===== src/rtl/mix_columns.sv =====
// AES-128 MixColumns stage: captures the shifted state, mixes COLS_PER_CYCLE
// columns per clock and presents the result under a level handshake.
`timescale 1ns/1ps

module mix_columns #(
    parameter int COLS_PER_CYCLE = 1    // legal values: 1, 2, 4
) (
    input  logic         clk,
    input  logic         rst,
    input  logic         finish_shift,
    input  logic         last_round,
    input  logic [127:0] shift_mat,
    output logic         finish_mix,
    output logic [127:0] mix_mat
);

    typedef enum logic [1:0] {IDLE, RUN, DONE} state_t;

    state_t       state, state_nxt;
    logic [1:0]   col, col_nxt;
    logic [2:0]   col_end;
    logic [127:0] cap, cap_nxt;
    logic [127:0] mix_nxt;
    logic         finish_nxt;

    // One past the last column written this cycle; reaching 4 means the state is complete.
    assign col_end = {1'b0, col} + 3'(COLS_PER_CYCLE);

    function automatic logic [7:0] xt(input logic [7:0] b);
        return {b[6:0], 1'b0} ^ (b[7] ? 8'h1b : 8'h00);
    endfunction

    function automatic logic [31:0] get_col(input logic [127:0] m, input int c);
        logic [31:0] v;
        for (int r = 0; r < 4; r++) begin
            v[8*r +: 8] = m[32*r + 8*c +: 8];
        end
        return v;
    endfunction

    // Column is packed with row r in bits [8r+7:8r].
    function automatic logic [31:0] mix_col(input logic [31:0] a);
        logic [7:0] a0, a1, a2, a3;
        logic [31:0] s;
        a0 = a[7:0];
        a1 = a[15:8];
        a2 = a[23:16];
        a3 = a[31:24];
        s[7:0]   = xt(a0) ^ (xt(a1) ^ a1) ^ a2 ^ a3;
        s[15:8]  = a0 ^ xt(a1) ^ (xt(a2) ^ a2) ^ a3;
        s[23:16] = a0 ^ a1 ^ xt(a2) ^ (xt(a3) ^ a3);
        s[31:24] = (xt(a0) ^ a0) ^ a1 ^ a2 ^ xt(a3);
        return s;
    endfunction

    always_ff @(posedge clk or posedge rst) begin
        if (rst) begin
            state      <= IDLE;
            col        <= 2'd0;
            cap        <= '0;
            mix_mat    <= '0;
            finish_mix <= 1'b0;
        end else begin
            state      <= state_nxt;
            col        <= col_nxt;
            cap        <= cap_nxt;
            mix_mat    <= mix_nxt;
            finish_mix <= finish_nxt;
        end
    end

    always_comb begin
        state_nxt  = state;
        col_nxt    = col;
        cap_nxt    = cap;
        mix_nxt    = mix_mat;
        finish_nxt = finish_mix;
        case (state)
            IDLE: begin
                if (finish_shift) begin
                    cap_nxt = shift_mat;
                    if (last_round) begin
                        mix_nxt    = shift_mat;
                        finish_nxt = 1'b1;
                        state_nxt  = DONE;
                    end else begin
                        col_nxt   = 2'd0;
                        state_nxt = RUN;
                    end
                end
            end
            RUN: begin
                // Work only from the captured copy; upstream may already be changing shift_mat.
                for (int c = 0; c < 4; c++) begin
                    if (c >= int'(col) && c < int'(col_end)) begin
                        logic [31:0] m;
                        m = mix_col(get_col(cap, c));
                        for (int r = 0; r < 4; r++) begin
                            mix_nxt[32*r + 8*c +: 8] = m[8*r +: 8];
                        end
                    end
                end
                if (col_end == 3'd4) begin
                    finish_nxt = 1'b1;
                    col_nxt    = 2'd0;
                    state_nxt  = DONE;
                end else begin
                    col_nxt = col_end[1:0];
                end
            end
            DONE: begin
                if (!finish_shift) begin
                    finish_nxt = 1'b0;
                    state_nxt  = IDLE;
                end
            end
            default: begin
                state_nxt = IDLE;
            end
        endcase
    end

endmodule


===== config.mk =====
export PLATFORM = sky130hd
export DESIGN_NAME = mix_columns
export DESIGN_NICKNAME = d
export VERILOG_FILES = /design/src/rtl/mix_columns.sv
export SDC_FILE = /design/constraint.sdc
export NUM_CORES = 1
export LEC_CHECK = 0
export BUFFER_PORTS_ARGS = -buffer_cell sky130_fd_sc_hd__buf_4
export CORE_MARGIN = 5
export CORE_UTILIZATION = 40
export CTS_CLUSTER_DIAMETER = 200
export DETAILED_ROUTE_END_ITERATION = 8
export GPL_TIMING_DRIVEN = 0
export PLACE_DENSITY = 0.65
export SLEW_MARGIN = 20
export SYNTH_ARGS = -nofsm -noshare
export SYNTH_HDL_FRONTEND = slang
export SYNTH_SLANG_ARGS = --single-unit

===== constraint.sdc =====
create_clock -name clk -period 10 [get_ports clk]
set_input_delay 1.5 -clock clk [delete_from_list [all_inputs] [get_ports clk]]
set_output_delay 1.5 -clock clk [all_outputs]
set_load 0.03 [all_outputs]

## Word-level counts from Yosys, hierarchy flattened

Cells that the tools add are included.

- Word-level logic and storage cells: 171
- Bits in registers: 261
- Input bits: 132
- Output and inout port bits: 129

- Eq/ne operators: 12
- Magnitude comparators: 7
- $add $sub $neg: 1
- Mux-type cells: 49
- Bitwise gates (word level): 80
- Reduce and logical (&&, ||, !) cells: 14

Operator list:

| kind | count |
|---|---|
| $xor 8x8->8 | 64 |
| $mux 128 | 2 |
| $pmux 128 s2 | 1 |
| $mux 8 | 16 |
| $xor 8x5->8 | 16 |
| $mux 5 | 16 |
| $ne 2x2->1 const B | 9 |
| $reduce_and 4->1 | 4 |
| $mux 2 | 7 |
| $lt 1x3->1 const A | 2 |
| $lt 2x3->1 const A | 2 |
| $pmux 2 s3 | 1 |
| $reduce_and 3->1 | 2 |
| $reduce_and 5->1 | 1 |
| $ge 1x2->1 const A | 2 |
| $mux 1 | 4 |
| $pmux 2 s2 | 1 |
| $add 2x1->3 const B | 1 |
| $eq 3x3->1 const B | 1 |
| $logic_and 1x1->1 | 3 |
| $pmux 1 s3 | 1 |
| $reduce_bool 3->1 | 1 |
| $eq 2x1->1 const B | 1 |
| $eq 2x2->1 const B | 1 |
| other kinds (4) | 4 |

## Depth between registers and ports, before layout

Gate-level depths: netlist (run 1).

- Word-level depth: 8
- Depth in mapped cells: 8
- Gate-level depth less buffers: 6

## Least setup slack after synthesis (run 1)

OpenSTA, ideal clock, no wires.

- Kind: input to register
- From: input port finish_shift
- To: register cap[100]
- Slack: 7.414 ns
- Cell stages on the path: 4
- Required time: 9.875 ns
- Library setup time: 0.125 ns
- Path buffers: 2
- Arrival time: 2.461 ns
- Cells stage by stage: nor3b_1 > buf_2 > buf_6 > mux2_2

- Word-level cells in the longest chain between the ends: 1

RTL lines:

| item | RTL line | source |
|---|---|---|
| from (decl) | 10 | `input logic finish_shift,` |
| $reduce_and 2->1 (no source line) | -- |  |
| to (signal assigned) | 66 | `cap <= cap_nxt;` |
| to (decl) | 22 | `logic [127:0] cap, cap_nxt;` |

No other way between the ends.
A chain may end at the register's enable or synchronous reset.

## Worst setup path after layout (run 1)

- From: register mix_mat[103]
- To: output port mix_mat[103]

RTL lines:

| item | RTL line | source |
|---|---|---|
| from (decl) | 14 | `output logic [127:0] mix_mat` |
| from (signal assigned) | 67 | `mix_mat <= mix_nxt;` |

No word-level cell between the ends.

==> metrics.cfg, run 1 <==
[timing]
hold_viol = 0
finalCriticalPeriod_ps = 2680
clock_skew_ps = 12.5
timing.final.ws_setup_ps = 7320
worst_pin_slew_ps = 939
fmax_mhz = 373
maxSlewHeadroom_pct = 37.4
finalMaxSlewViolations = 0
fin_crit_sh_pct = 26.8
setup_viol_count_final = 0
rsz0062_at_grt = false

[worst_setup_path]
reg2reg_from = state[0]
start_kind = flop
cpPeakStageDelay_ps = 430
critical_path.max_fanout = 2
r2r_setup_slack_ps = 7610
crit_buf_inv = 1
r2r_end = mix_mat[18]
crit_type = reg -> out
cp_top_family = flip-flops
path_depth = 1
worstPathArrival_ps = 1180
crit_path_cell_trace = buf_4
cp-end-kind = output pin
ff2ff_path_depth = 5
crit_slowest_cell = dfrtp_1
worstPathRequired_ps = 8500

[job]
cap_violations = 0

[global_route]
grt_use_total_pct = 21.4
antenna_found_initial = 2
grt_pass1_vias = 11600
grt_pass1_wl_mm = 71.9
grt_start_max_net_pins = 85
grt_overflow = 0

[logic_synthesis]
synth.avg_cell_area_um2 = 11.6
ys_ff_latch = 261
synth_async_sr_flop_share_pct = 100
synthCells = 1337
syn_nets = 1474
synth_ff_type = dfrtp_1
synth_edf_count = 0
yosys_warnings = 0
yosysSeqAreaShare_pct = 42.0
synthDistinctLibCells = 41
syn_area_um2 = 15500

[clock_tree]
post_cts_buffers = 0
cts-root-buf = clkbuf_16
htreeDepth = 1
insertion_delay_ps = 570
cts_tree = built
clockBufferDepth = 3
cts_num_sinks = 261
cts_buffers = 30
path_clk_slew_ps = 60
cts_resized = 0
postCtsHoldBufs = 0

[min_path]
hp-start = mix_mat[95]
worstHoldPathCells = 2
min_delay_worst_endpoint = mix_mat[95]
hp-class = reg -> reg

[floorplanning]
rows = 72
die-area_um2 = 42900
ios = 261
core_um2 = 38600
dieHeight_um = 207
start_util_pct = 40.3
die_w_um = 207

[detailed_routing]
ant_nets = 0
vias = 11000
wl_per_cell_um = 21.6
wirelength_mm = 46.9
drc = 0
drtIter0Drc = 630
dr.pass1.iters = 5
vias_per_cell = 5.05

[placement]
hpwl_mm = 35.6
portBuffers = 260
pre_cts_slack_ps = 6770
place_inst = 2118
gp_congestion = 0.879

[finish]
layout_common_cells = buf_4, dfrtp_1, xnor2_1
synthToLayoutAreaGrowth_pct = 23.7
final_nets = 1769
drive_above_1_share_pct = 29.4
num-fill-cells = 3567
mostFrequentLayoutCell = buf_4
fin_cells = 2174

[run_status]
outcome = complete, no violations

flip-flops by register name, summed over array words and instances (netlist names):
signal / cells
cap: 128
state: 2
finish_mix: 1
col: 2
mix_mat: 128
how the worst max path moves through the flow:
stage | from | endpoint | slack [ps]
4_1_cts | mix_mat[112] | mix_mat[112] | 7300
6_report | mix_mat[103] | mix_mat[103] | 7320
5_1_grt | finish_shift | mix_mat[63] | 7230
3_3_place_gp | rst | cap[85] | -2060
2_1_floorplan | rst | cap[0] | 1320
3_5_place_dp | finish_shift | mix_mat[63] | 6770
cells by family after synthesis:
family / Yosys count / share of synthesized area [%]
xor gates and xnor gates: 375 / 27.8
and+or+nand+nor: 267 / 7.76
DFF: 261 / 42.0
muxes: 195 / 13.6
AOI/OAI and AO/OA: 142 / 5.31
buffers and inverters: 92 / 3.13
adders and majority gates: 5 / 0.402
layer usage:
layer | share of wire (%) | track usage [%] | vias up
li1 | - | - | 5090
met1 | 45 | 29.5 | 5493
met2 | 48 | 36.1 | 332
met3 | 5.1 | 2.80 | 62
met4 | 2.2 | 5.59 | 0
met5 | 0 | 0 | -
cells in the mapped netlist (37+ instances only):
cell | n | area, um^2
and2_1 | 44 | 275
xnor2_1 | 206 | 1800
xor2_1 | 91 | 797
o21ai_0 | 40 | 200
xnor3_1 | 49 | 1100
nor2_1 | 62 | 233
mux2_2 | 118 | 1330
dfrtp_1 | 261 | 6530
clkbuf_1 | 37 | 139
nand2_1 | 129 | 484
a31oi_1 | 58 | 363
mux2i_1 | 67 | 671
metrics by stage:
step	util (%)	cell area, um^2	hold WS [ps]	TNS, ps
floorplan	-	15500	527	0
global placement	47.1	18100	487	-534470
detailed placement	47.3	18200	491	0
CTS	49.9	19200	504	0
global route	49.9	19200	525	0
finish	49.9	19200	507	0
area by class of cell:
type	count	area (um^2)	area share (%)
diodes	4	10.0	0.0520
flip-flops and latches	261	6530	34.0
inverters	6	30.0	0.156
plain buffers	86	464	2.41
repair buffers	263	2030	10.6
clock inverters	2	35.0	0.182
multi-input cells	984	8530	44.4
clock buffers	50	947	4.93
well taps	518	648	3.37
tightest hold or removal path: cells and delay by family (launching register included):
| kind | cells | cell delay, ps |
|---|---|---|
| AOI/OAI and AO/OA | 1 | 60 |
| DFF | 1 | 340 |
| muxes | 1 | 60 |
Power of run 1 is not shown: default switching activity piles up to over one toggle a cycle in this logic, so the estimate is an artifact.
==> run 2: changes to the inputs <==
- clock period: 10 -> 2.6 ns (I/O delays scaled with it)
==> run 2 against run 1 <==
  * Critical path depth rose by 4
  * Via count grew 0.93%
  * Global-route usage is essentially flat
  * Core utilization rose by 0.44 points
  * Wire length up 0.81%
  * First-iteration DRC count is 3.2% lower
  * Non-clock buffer count is 8 higher
  * Cell area grew 0.89%
  * Critical endpoint is now mix_mat[15]
  * Die area unchanged
  * Register-to-register slack worse by 7400 ps
  * Setup slack worse by 7100 ps
  * Flip-flop and latch count unchanged
==> metrics.cfg, run 2 (synthesized netlist as in run 1, its figures left out) <==
[worst_setup_path]
worstPathArrival_ps = 2920  ; was 1180 ps
start_kind = flop  ; unchanged
crit_type = reg -> reg  ; was reg -> out
cp-end-kind = flop  ; was output pin
critical_path.max_fanout = 10  ; was 2
worstPathRequired_ps = 3090  ; was 8500 ps

[global_route]
grt_overflow = 0  ; unchanged
grt_pass1_wl_mm = 71.7  ; was 71.9 mm
grt_use_total_pct = 21.5  ; was 21.4%
grt_start_max_net_pins = 33  ; was 85
grt_pass1_vias = 11600  ; about the same
antenna_found_initial = 4  ; was 2

[clock_tree]
cts-root-buf = clkbuf_16  ; unchanged
path_clk_slew_ps = 60  ; about the same
insertion_delay_ps = 570  ; about the same
cts_tree = built  ; unchanged
post_cts_buffers = 0  ; unchanged
cts_num_sinks = 261  ; unchanged
clockBufferDepth = 3  ; unchanged
htreeDepth = 1  ; unchanged
cts_buffers = 31  ; was 30

[placement]
gp_congestion = 0.869  ; was 0.879
hpwl_mm = 36.1  ; was 35.6 mm
portBuffers = 260  ; unchanged
place_inst = 2125  ; was 2118

[timing]
finalMaxSlewViolations = 0  ; unchanged
finalCriticalPeriod_ps = 2430
fmax_mhz = 411
maxSlewHeadroom_pct = 35.0  ; was 37.4%
setup_viol_count_final = 0  ; unchanged
rsz0062_at_grt = false  ; unchanged
worst_pin_slew_ps = 974  ; was 939 ps
hold_viol = 0  ; unchanged
fin_crit_sh_pct = 93.5
clock_skew_ps = 9.50  ; was 12.5 ps

[finish]
final_nets = 1778  ; was 1769
fin_cells = 2182  ; was 2174
top_regs = cap: 128 flops, mix_mat: 128 flops  ; unchanged
layout_common_cells = buf_4, dfrtp_1, xnor2_1  ; unchanged
drive_above_1_share_pct = 29.8  ; was 29.4%
final_core_util_pct = 50.3  ; was 49.9%
mostFrequentLayoutCell = buf_4  ; unchanged
synthToLayoutAreaGrowth_pct = 24.8  ; was 23.7%

[floorplanning]
ios = 261  ; unchanged
start_util_pct = 40.3  ; unchanged
dieHeight_um = 207  ; unchanged
rows = 72  ; unchanged
core_um2 = 38600  ; unchanged
die_w_um = 207  ; unchanged
die-area_um2 = 42900  ; unchanged

[detailed_routing]
drc = 0  ; unchanged
ant_nets = 0  ; unchanged
dr.pass1.iters = 5  ; unchanged
wl_per_cell_um = 21.7  ; was 21.6 um
vias = 11100  ; was 11000
vias_per_cell = 5.08  ; was 5.05
wirelength_mm = 47.3  ; was 46.9 mm
drtIter0Drc = 610  ; was 630

[job]
cap_violations = 0  ; unchanged

[run_status]
outcome = complete, no violations  ; unchanged

[min_path]
hp-class = in -> reg  ; was reg -> reg

run 2: cell count changes in the layout (fill, tap and decap cells not counted), sizes merged:
cell         previous run  this run
dlygate4sd3             0         1
inv                     6         5
buf                   312       319
bufinv                  1         3
clkinvlp                0         3
clkbuf                 87        83
run 2: stage by stage:
step                      setup TNS (ps)  cell area, um^2  setup slack, ps  hold slack (ps)
after floorplan                  -321440            15600            -1230              514
after global placement           -787310            18200            -3040              490
after detailed placement               0            18400              133              392
after CTS                              0            19400              117             27.4
after global routing                   0            19400             50.9             33.0
final                                  0            19400              170             51.6
run 2: area by class of cell:
class	instances	area (um^2)
Timing Repair Buffer	271	2180
Buffer	86	465
Tap cell	518	648
Antenna cell	4	10.0
Fill cell	3502	19200
Clock inverter	6	110
Clock buffer	46	902
Sequential cell	261	6530
Inverter	6	26.3
Multi-Input combinational cell	984	8530
run 2: final timing paths:
check / start / to / slack (ps) / cells past startpoint
worst max-delay path: state[0] / mix_mat[15] / 170 / 5
worst max register to register: state[0] / mix_mat[15] / 170 / 5
worst min-delay path: shift_mat[0] / cap[0] / 50 / 2
min in group asynchronous: rst / mix_mat[10] / 350 / 3
worst min register to register: mix_mat[105] / mix_mat[105] / 500 / 2
max in group asynchronous: rst / cap[5] / 1140 / 7
run 2: layer usage:
metal  global-route usage (%)  wire, um  vias up
met5                        0         0        -
met2                     35.3     22500      358
li1                         -         -     5100
met3                     2.98      2680       80
met4                     6.70      1370        0
met1                     29.7     20700     5541
run 2: worst max-delay path, stage by stage, from the launching register on:
cell and delay (ps):
dfrtp_1 460, nor2b_1 160, clkbuf_1 620, clkbuf_1 720
nand2_1 170, a31oi_1 200
run 2: repair_timing:
| item | CTS | global route |
|---|---|---|
| resized for setup | 0 | 3 |
| endpoints found under the setup margin | 0 | 3 |
| endpoints found under the hold margin | 10 | 0 |
| hold buffers | 1 | 0 |
Power of run 2 is left out for the same reason.
